<file path="src/rtl/car_pkg.sv">
// Shared definitions for the car controller: executor states, default timing
// constants and the turn-trigger priority encoding shared with semi_auto.
package car_pkg;

    localparam int TURN_CYCLES_DEF   = 450;  // 0.9 s at 500 Hz
    localparam int SETTLE_CYCLES_DEF = 50;   // 0.1 s at 500 Hz

    typedef enum logic [2:0] {
        IDLE,
        TURN_L,
        TURN_R,
        TURN_BACK,
        SETTLE
    } turn_state_e;

    typedef enum logic [1:0] {
        TRIG_NONE,
        TRIG_LEFT,
        TRIG_RIGHT,
        TRIG_BACK
    } trig_e;

    // Fixed priority: back > left > right; lower-priority requests are dropped
    function automatic trig_e trig_select(input logic left,
                                          input logic right,
                                          input logic back);
        if (back)
            return TRIG_BACK;
        else if (left)
            return TRIG_LEFT;
        else if (right)
            return TRIG_RIGHT;
        return TRIG_NONE;
    endfunction

endpackage

</file>
<file path="src/rtl/turn_timer.sv">
// Loadable down-counter: counts from the load value to zero without wrapping
// and flags the last counted cycle (value == 1) with a one-cycle expire pulse.
module turn_timer #(
    parameter int CNT_W = 16
) (
    input  logic             clk,
    input  logic             rst_n,
    input  logic             clear,
    input  logic             load,
    input  logic [CNT_W-1:0] load_val,
    output logic [CNT_W-1:0] value,
    output logic             expire
);

    // Counter register: clear beats load, load beats decrement, stop at zero
    always_ff @(posedge clk or negedge rst_n) begin
        if (!rst_n)
            value <= '0;
        else if (clear)
            value <= '0;
        else if (load)
            value <= load_val;
        else if (value != '0)
            value <= value - CNT_W'(1);
    end

    assign expire = (value == CNT_W'(1));

endmodule

</file>
<file path="src/rtl/turn_executor.sv">
// Timed in-place turn sequencer: accepts one left/right/back request while
// idle, drives the spin command for the turn duration, holds through a settle
// window and pulses turn_done on return to idle.
module turn_executor
    import car_pkg::*;
#(
    parameter int TURN_CYCLES   = TURN_CYCLES_DEF,
    parameter int SETTLE_CYCLES = SETTLE_CYCLES_DEF,
    parameter int CNT_W         = 16
) (
    input  logic clk,
    input  logic rst_n,
    input  logic enable,
    input  logic trigger_turn_left,
    input  logic trigger_turn_right,
    input  logic trigger_turn_back,
    output logic is_turning,
    output logic spin_left,
    output logic spin_right,
    output logic turn_done
);

    localparam logic [CNT_W-1:0] TURN_LOAD   = CNT_W'(TURN_CYCLES);
    localparam logic [CNT_W-1:0] BACK_LOAD   = CNT_W'(2 * TURN_CYCLES);
    localparam logic [CNT_W-1:0] SETTLE_LOAD = CNT_W'(SETTLE_CYCLES);

    if (((64'(2 * TURN_CYCLES) >> CNT_W) != 64'd0) || (TURN_CYCLES < 1)) begin : g_cnt_w_check
        $error("turn_executor: 2*TURN_CYCLES must fit in CNT_W bits and TURN_CYCLES must be >= 1");
    end

    turn_state_e      state;
    trig_e            trig;
    logic             timer_load;
    logic [CNT_W-1:0] timer_load_val;
    logic [CNT_W-1:0] timer_value;
    logic             timer_expire;

    turn_timer #(
        .CNT_W(CNT_W)
    ) u_timer (
        .clk      (clk),
        .rst_n    (rst_n),
        .clear    (!enable),
        .load     (timer_load),
        .load_val (timer_load_val),
        .value    (timer_value),
        .expire   (timer_expire)
    );

    // Resolve simultaneous requests into a single turn kind
    always_comb begin
        trig = trig_select(trigger_turn_left, trigger_turn_right, trigger_turn_back);
    end

    // Timer reload: on turn acceptance and on the turn-to-settle transition
    always_comb begin
        timer_load     = 1'b0;
        timer_load_val = '0;
        case (state)
            IDLE: begin
                if (trig == TRIG_BACK) begin
                    timer_load     = 1'b1;
                    timer_load_val = BACK_LOAD;
                end else if (trig != TRIG_NONE) begin
                    timer_load     = 1'b1;
                    timer_load_val = TURN_LOAD;
                end
            end
            TURN_L, TURN_R, TURN_BACK: begin
                if (timer_expire && (SETTLE_CYCLES != 0)) begin
                    timer_load     = 1'b1;
                    timer_load_val = SETTLE_LOAD;
                end
            end
            default: ;
        endcase
    end

    // Sequencer with registered outputs; enable low aborts without turn_done
    always_ff @(posedge clk or negedge rst_n) begin
        if (!rst_n) begin
            state      <= IDLE;
            is_turning <= 1'b0;
            spin_left  <= 1'b0;
            spin_right <= 1'b0;
            turn_done  <= 1'b0;
        end else if (!enable) begin
            state      <= IDLE;
            is_turning <= 1'b0;
            spin_left  <= 1'b0;
            spin_right <= 1'b0;
            turn_done  <= 1'b0;
        end else begin
            turn_done <= 1'b0;
            case (state)
                IDLE: begin
                    case (trig)
                        TRIG_BACK: begin
                            state      <= TURN_BACK;
                            is_turning <= 1'b1;
                            spin_right <= 1'b1;
                        end
                        TRIG_LEFT: begin
                            state      <= TURN_L;
                            is_turning <= 1'b1;
                            spin_left  <= 1'b1;
                        end
                        TRIG_RIGHT: begin
                            state      <= TURN_R;
                            is_turning <= 1'b1;
                            spin_right <= 1'b1;
                        end
                        default: ;
                    endcase
                end
                TURN_L, TURN_R, TURN_BACK: begin
                    if (timer_expire) begin
                        spin_left  <= 1'b0;
                        spin_right <= 1'b0;
                        if (SETTLE_CYCLES == 0) begin
                            state      <= IDLE;
                            is_turning <= 1'b0;
                            turn_done  <= 1'b1;
                        end else begin
                            state <= SETTLE;
                        end
                    end
                end
                SETTLE: begin
                    if (timer_expire) begin
                        state      <= IDLE;
                        is_turning <= 1'b0;
                        turn_done  <= 1'b1;
                    end
                end
                default: begin
                    state      <= IDLE;
                    is_turning <= 1'b0;
                    spin_left  <= 1'b0;
                    spin_right <= 1'b0;
                end
            endcase
        end
    end

endmodule

</file>
<file path="config.mk">
export PLATFORM = sky130hd
export DESIGN_NAME = turn_executor
export DESIGN_NICKNAME = d
export VERILOG_FILES = /design/src/rtl/car_pkg.sv /design/src/rtl/turn_timer.sv /design/src/rtl/turn_executor.sv
export SDC_FILE = /design/constraint.sdc
export NUM_CORES = 1
export LEC_CHECK = 0
export CAP_MARGIN = 20
export CELL_PAD_IN_SITES_DETAIL_PLACEMENT = 1
export CELL_PAD_IN_SITES_GLOBAL_PLACEMENT = 2
export CORE_MARGIN = 2
export CORE_UTILIZATION = 40
export CTS_CLUSTER_DIAMETER = 100
export CTS_CLUSTER_SIZE = 30
export DETAILED_ROUTE_END_ITERATION = 6
export HOLD_SLACK_MARGIN = 0.15
export PLACE_DENSITY = 0.8
export SETUP_SLACK_MARGIN = 0.1
export SKIP_CTS_REPAIR_TIMING = 1
export SYNTH_ARGS = -nofsm -noshare
export SYNTH_HDL_FRONTEND = slang
export SYNTH_SLANG_ARGS = --single-unit
</file>
<file path="constraint.sdc">
create_clock -name clk -period 2.75 [get_ports clk]
set_clock_uncertainty 0.05 [all_clocks]
set_input_delay 0.55 -clock clk [delete_from_list [all_inputs] [get_ports clk]]
set_output_delay 0.55 -clock clk [all_outputs]
set_load 0.1 [all_outputs]
</file>
# Yosys cells after proc, flatten, opt, wreduce, memory -nomap -nowiden
# Cells that the tools add are included.
# word_totals
out_inout_bits	4
elab_cells	69
in_bits	6
reg_bits	23
# op_classes
n_reduce_logical	10
muxes	35
n_eq_ne	17
addsub	1
# ops
operator	n
16-bit 2-to-1 mux	3
10-bit case mux with 2 select lines	1
3-bit case mux with 3 select lines	2
16-bit by 1-bit equality test with 1-bit output, second input constant	1
16-bit nonzero test	1
16-bit by 1-bit subtractor with 16-bit output, second input constant	1
1-bit 2-to-1 mux	15
3-bit inequality test, second input constant	4
3-bit AND reduction	4
10-bit 2-to-1 mux	1
3-bit 2-to-1 mux	3
9-bit 2-to-1 mux	1
1-bit case mux with 3 select lines	3
2-bit 2-to-1 mux	4
3-bit by 2-bit equality test with 1-bit output, second input constant	2
6-bit 2-to-1 mux	1
3-bit OR reduction	2
5-bit by 3-bit inequality test with 1-bit output, second input constant	1
2-bit equality test, second input constant	2
2-bit inequality test, second input constant	2
3-bit by 1-bit equality test with 1-bit output, second input constant	1
3-bit equality test, second input constant	1
3-bit zero test	1
3-bit by 1-bit inequality test with 1-bit output, second input constant	1
other kinds (5)	5

# Logic depth before layout (Yosys ltp)
# Gate-level depths: netlist of run 1.
# logic_depth
ltp_word	10
ltp_mapped	8
mapped_depth_nobuf	8

# Hierarchy
# A second synthesis of run 1 with hierarchy kept.
# unflattened
hier_cells	167
hier_area_um2	1565.3
# modules_own_cells
module	cells_per_inst	n_inst	area_each_um2
turn_timer	107	1	1037.2
turn_executor	60	1	528.0

# Worst setup path before layout of run 1
# OpenSTA, ideal clock, no wires.
# synth_timing
kind	reg-to-reg
start	reg u_timer.value[0]
end	reg u_timer.value[11]
stages_incl_launch_ff	8
period_less_slack_ns	1.849
n_path_buf	1
slack_ns	0.901
arrival_ns	1.722
setup_time_ns	0.077
required_ns	2.623
path_cell_list	dfrtp_1 -> inv_1 -> ha_1 -> nor4b_2 -> and4_1 -> clkbuf_2 -> or4_1 -> a21oi_1
# synth_via
elab_chain_cells	5
elab_cells_between_ends	9
# synth_lines
element	line	rtl
from (decl)	turn_timer.sv:11	output logic [CNT_W-1:0] value,
from (signal assigned)	turn_timer.sv:22	value <= load_val;
from (signal assigned)	turn_timer.sv:24	value <= value - CNT_W'(1);
branches (longest 5 deep; another with 16-bit by 1-bit subtractor with 16-bit output)	n/a	
# Parallel ways; which one is timed is not known. The select of a mux whose other input is x is not followed.
# A chain may end at the register's enable or synchronous reset.

# Worst setup path in the final report of run 1
# layout_timing
start	reg u_timer.value[0]
end	reg u_timer.value[1]
# layout_via
elab_chain_cells	5
elab_cells_between_ends	11
# layout_lines
element
branches (longest 5 deep; another with 16-bit by 1-bit subtractor with 16-bit output)
# Parallel ways; which one is timed is not known. The select of a mux whose other input is x is not followed.

==> impl_metrics.json, run 1 <==
{
  "min_period_ns": 2.302,
  "grt_start_max_net_pins": 24,
  "wl_um": 4372,
  "required_ns": 2.85,
  "syn_area_sq_um": 1593,
  "grt_usage_pct": 22.98,
  "ys_ff_latch": 23,
  "clkLatencyLatePin_ns": 0.27,
  "drv_slew": 0,
  "holdWs_ns": 0.5438,
  "power_density_nw_per_um2": 1191,
  "core_sq_um": 3744,
  "die_area_sq_um": 4502,
  "synth_ff_type": "dfrtp_1",
  "internal_power_uw": 1032,
  "p_seq_share_pct": 27.4,
  "p_sw_uw": 1080,
  "clkTransAtPathRegs_ns": 0.09,
  "synth.top_cells.by_count": "dfrtp_1 (23), a21oi_1 (16), nand2_1 (12), o21ai_0 (10)",
  "clkPwrFrac_pct": 10.6,
  "clockBufferDepth": 2,
  "synthDominantCellAreaShare_pct": 36.14,
  "clkSinkCount": 23,
  "cts_tree": "yes",
  "place.gp.congestion": 0.8071,
  "cp-start-kind": "register",
  "synth-async-reset-ratio_pct": 100.0,
  "p_leak_uw": 0.0007408,
  "nFillCells": 456,
  "cap_violations": 0,
  "start_util_pct": 42.55,
  "ios": 10,
  "firstDrtPassIters": 4,
  "die_w_um": 67.10,
  "portBuffers": 9,
  "cts_buffers": 3,
  "arrival_ns": 2.41,
  "hold_path_class": "register to register",
  "syn-num-nets": 182,
  "vias": 1448,
  "yosysUniqueCellTypes": 51,
  "hpwl_um": 3258,
  "critPathMaxFanout": 6,
  "comb_power_share_pct": 62.1,
  "relSlewSlack_pct": 53.27,
  "vias_per_cell": 6.268,
  "grt_pass1_wl_um": 7721,
  "areaGrowthSynthToFinish_pct": 11.31,
  "ant_nets": 0,
  "antennaDiodeCount": 0,
  "gr-usage-met3_pct": 3.041,
  "nets": 194,
  "grtUsageMet1_pct": 30.02,
  "cts_root_buf": "clkbuf_8",
  "syn_inst": 172,
  "antenna_found_initial": 0,
  "ys_warn_count": 0,
  "rsz0062_at_grt": "false",
  "initialDrtViolationCount": 109,
  "criticalPathCategory": "register to register",
  "synthTopCellsByArea": "dfrtp_1 (36%), a21oi_1 (5.0%), ha_1 (3.1%), o21ai_0 (3.1%), nand2_1 (2.8%)",
  "finalSetupViolations": 0,
  "fin_crit_sh_pct": 83.69,
  "fp.dieH_um": 67.10,
  "met2_usage_pct": 39.48,
  "p_sw_share_pct": 51.12,
  "tightestPinTransition_ns": 0.6972,
  "irDropWorstVdd_v": 0.0003439,
  "yosysTopAreaCell": "dfrtp_1",
  "grt_overflow": 0,
  "synth_edf_count": 0,
  "cts-htree-levels": 1,
  "synth_most_common_cell": "dfrtp_1",
  "status": "complete, no violations",
  "grt-busiest-layer": "met2",
  "row_count": 22,
  "yosysSeqAreaShare_pct": 36.14,
  "max_freq_mhz": 434.5,
  "wl_per_cell_um": 18.93,
  "drive_gt1_share_pct": 16.94,
  "avgSynthCellArea_sq_um": 9.260,
  "finalSetupTns_ns": 0,
  "grt_pass1_vias": 1512,
  "drc": 0,
  "hold_violations": 0,
  "worstSetupEndpointType": "register"
}
power by group through the flow:
stage | Clock [uW] | Combinational [uW] | Sequential [uW]
detailed placement | 0 | 1300 | 581
CTS | 235 | 1310 | 574
global placement | 0 | 1280 | 572
floorplan | 0 | 946 | 597
global route | 246 | 1450 | 597
finish | 223 | 1310 | 578
placed cells by master (no fill, tap or decap), drive strengths merged, types with 5 or more instances in the layout:
cell / Yosys / layout
inv: 8 / 8
or3: 8 / 8
nor4: 5 / 5
nand2: 12 / 12
dfrtp: 23 / 23
nor3: 10 / 10
a21oi: 16 / 16
o21ai: 10 / 10
or4: 5 / 5
buf: 2 / 8
nor2: 9 / 9
clkdlybuf4s50: 0 / 5
area by class of cell:
type	count	area, sq um	area share, %
repair buffers	13	110.1	6.210
clock inverters	1	7.507	0.4234
flip-flops and latches	23	575.6	32.46
well taps	48	60.06	3.387
clock buffers	3	41.29	2.329
inverters	8	30.03	1.694
multi-input cells	135	948.4	53.49
registers in the layout (all words and copies together) (netlist names):
name and cells:
state 3, turn_done 1, u_timer.value 16, spin_right 1, spin_left 1, is_turning 1
path summary, 6_finish.rpt:
check,startpoint,to,slack [ns],cells after the start
max,u_timer.value[0],u_timer.value[1],0.45,6
min,u_timer.value[15],u_timer.value[15],0.54,2
max reg2reg,u_timer.value[0],u_timer.value[1],0.45,6
min reg2reg,u_timer.value[15],u_timer.value[15],0.54,2
max in group asynchronous,rst_n,u_timer.value[2],1.81,2
min in group asynchronous,rst_n,u_timer.value[12],0.58,2
cell families after synthesis:
kind of cell | synth area share, %
multiplexers | 1.257
adder cells (fa/ha/maj) | 3.142
AO/OA/AOI/OAI | 24.20
buffers and inverters | 4.320
flip-flops | 36.13
AND/OR/NAND/NOR | 29.85
XOR/XNOR | 1.100
worst max-delay path, cell delays in order (launching register included):
cell and delay [ns]:
dfrtp_1 0.43, inv_1 0.10, ha_1 0.20, nor4b_2 0.51, nand4_1 0.39, a221oi_1 0.42, o21bai_1 0.09
routing by layer:
layer | up-vias | wire, um
li1 | 688 | -
met4 | 0 | 40
met5 | - | 0
met2 | 16 | 2181
met3 | 5 | 100
met1 | 739 | 2048
per-stage QoR:
| stage | util (%) | instance area [sq um] | setup WS (ns) | cells | power [uW] |
|---|---|---|---|---|---|
| 6_report | 47.36 | 1773 | 0.4484 | 231 | 2112 |
| 5_1_grt | 47.36 | 1773 | 0.2708 | 231 | 2294 |
| 4_1_cts | 47.36 | 1773 | 0.4449 | 231 | 2123 |
| 3_5_place_dp | 46.06 | 1724 | 0.4146 | 227 | 1883 |
| 3_3_place_gp | 46.06 | 1724 | 0.4767 | 227 | 1852 |
| 2_1_floorplan | - | 1593 | 0.9008 | 172 | 1543 |
Note: power is estimated with default switching activity, not from simulation.
==> run 2: changes to the inputs <==
Settings changed: CORE_UTILIZATION 40 to 37, PLACE_DENSITY 0.8 to 0.74.
Clock period 2.75 ns to 2.2 ns, I/O delays scaled along.
==> impl_metrics.json, run 2 (synthesis gave the netlist of run 1 again) <==
{
  "clkSinkCount": 23,
  "finalSetupViolations": 0,
  "portBuffers": 9,
  "cts_root_buf": "clkbuf_8",
  "vias_per_cell": 6.117,
  "clkTransAtPathRegs_ns": 0.09,
  "critPathMaxFanout": 6,
  "min_period_ns": 2.002,
  "clkPwrFrac_pct": 9.9,
  "required_ns": 2.32,
  "post-route-util_pct": 46.90,
  "hold_violations": 0,
  "comb_power_share_pct": 65.4,
  "fp.dieH_um": 69.61,
  "vias": 1511,
  "drc": 0,
  "cts-htree-levels": 1,
  "cts_buffers": 3,
  "antennaDiodeCount": 0,
  "drv_slew": 0,
  "cts_tree": "yes",
  "multiInputGateArea_sq_um": 973.4,
  "grt_usage_pct": 20.81,
  "clkLatencyLatePin_ns": 0.27,
  "internal_power_uw": 1439,
  "hold_path_class": "primary input to asynchronous set/reset pin",
  "irDropWorstVdd_v": 0.0004493,
  "firstDrtPassIters": 4,
  "setup_slack_ns": 0.1985,
  "criticalPathCategory": "register to register",
  "p_leak_uw": 0.0008221,
  "layout_common_cells": "dfrtp_1 (23), buf_4 (22), a21oi_1 (14)",
  "row_count": 23,
  "core_sq_um": 4058,
  "p_sw_uw": 1433,
  "holdWs_ns": 0.4738,
  "p_total_uw": 2873,
  "regMostFlops": "u_timer.value",
  "wl_um": 4793,
  "status": "complete, no violations",
  "start_util_pct": 39.25,
  "relSlewSlack_pct": 69.31,
  "grt_start_max_net_pins": 24,
  "ant_nets": 0,
  "tightestPinTransition_ns": 0.4566,
  "die_area_sq_um": 4846,
  "p_seq_share_pct": 24.7,
  "hpwl_um": 3560,
  "ios": 10,
  "place.gp.congestion": 0.7991,
  "cp_slowest_cell": "or3_1",
  "clockBufferDepth": 2,
  "placed_cell_area_sq_um": 1817,
  "critPathBufInv": 0,
  "cap_violations": 0,
  "p_sw_share_pct": 49.90,
  "drive_gt1_share_pct": 24.37,
  "initialDrtViolationCount": 109,
  "layout_commonest_cell": "dfrtp_1",
  "pre_cts_ws_ns": -0.008928,
  "fin_area_sq_um": 1903,
  "grt_overflow": 0,
  "max_freq_mhz": 499.6,
  "wl_per_cell_um": 19.40,
  "rsz0062_at_grt": "false",
  "critPathMaxStageDelay_ns": 0.54,
  "worstSetupEndpointType": "register",
  "die_w_um": 69.61,
  "seq_area_sq_um": 575.6,
  "cp-start-kind": "register",
  "nets": 208,
  "reg.largest.list": "u_timer.value: 16 flops, state: 3 flops",
  "areaGrowthSynthToFinish_pct": 19.48,
  "grt_pass1_vias": 1635,
  "largest_reg_flops": 16,
  "nFillCells": 472,
  "power_density_nw_per_um2": 1509,
  "fin_crit_sh_pct": 90.98,
  "worstPathCellList": "or3_1, nor4b_2, a21oi_1, a41o_1",
  "cp_top_family": "simple AND/OR/NAND/NOR gates",
  "antenna_found_initial": 0,
  "arrival_ns": 2.12,
  "grt_pass1_wl_um": 8245
}
## run 2: cell count changes in the layout (fill, tap and decap cells not counted), sizes merged
| cell | before | now |
|---|---|---|
| clkinvlp | 1 | 0 |
| clkinv | 0 | 1 |
| buf | 8 | 22 |
## run 2: path summary, 6_finish.rpt
check                      slack, ns                 to        startpoint  depth (start not counted)
max                             0.20   u_timer.value[7]  u_timer.value[5]                          4
min                             0.47  u_timer.value[12]             rst_n                          2
max reg2reg                     0.20   u_timer.value[7]  u_timer.value[5]                          4
min reg2reg                     0.52   u_timer.value[0]  u_timer.value[0]                          3
max in group asynchronous       1.38         is_turning             rst_n                          2
min in group clk                0.52   u_timer.value[0]  u_timer.value[0]                          3
## run 2: final cells by class
cell class | count | area share [%]
multi-input cells | 135 | 51.15
repair buffers | 27 | 11.31
inverters | 8 | 1.578
clock buffers | 3 | 2.170
clock inverters | 1 | 0.2630
flip-flops and latches | 23 | 30.24
well taps | 50 | 3.287
## run 2: layer usage
layer	routed length [um]	GRT usage (%)	vias up
met3	119	2.326	7
met5	0	0	-
met4	56	5.769	0
li1	-	-	710
met1	2347	29.64	772
met2	2270	33.44	22
## run 2: stage by stage
stage / TNS, ns / cells
detailed placement: -0.008928 / 241
global route: 0 / 247
CTS: 0 / 245
floorplan: 0 / 172
global placement: 0 / 241
finish: 0 / 247
## run 2: power by group through the flow
stage          Sequential, uW  Clock [uW]  Combinational (uW)
6_report                  710         285                1880
5_1_grt                   734         313                2060
4_1_cts                   703         300                1790
3_5_place_dp              710           0                1780
3_3_place_gp              699           0                1740
2_1_floorplan             747           0                1180
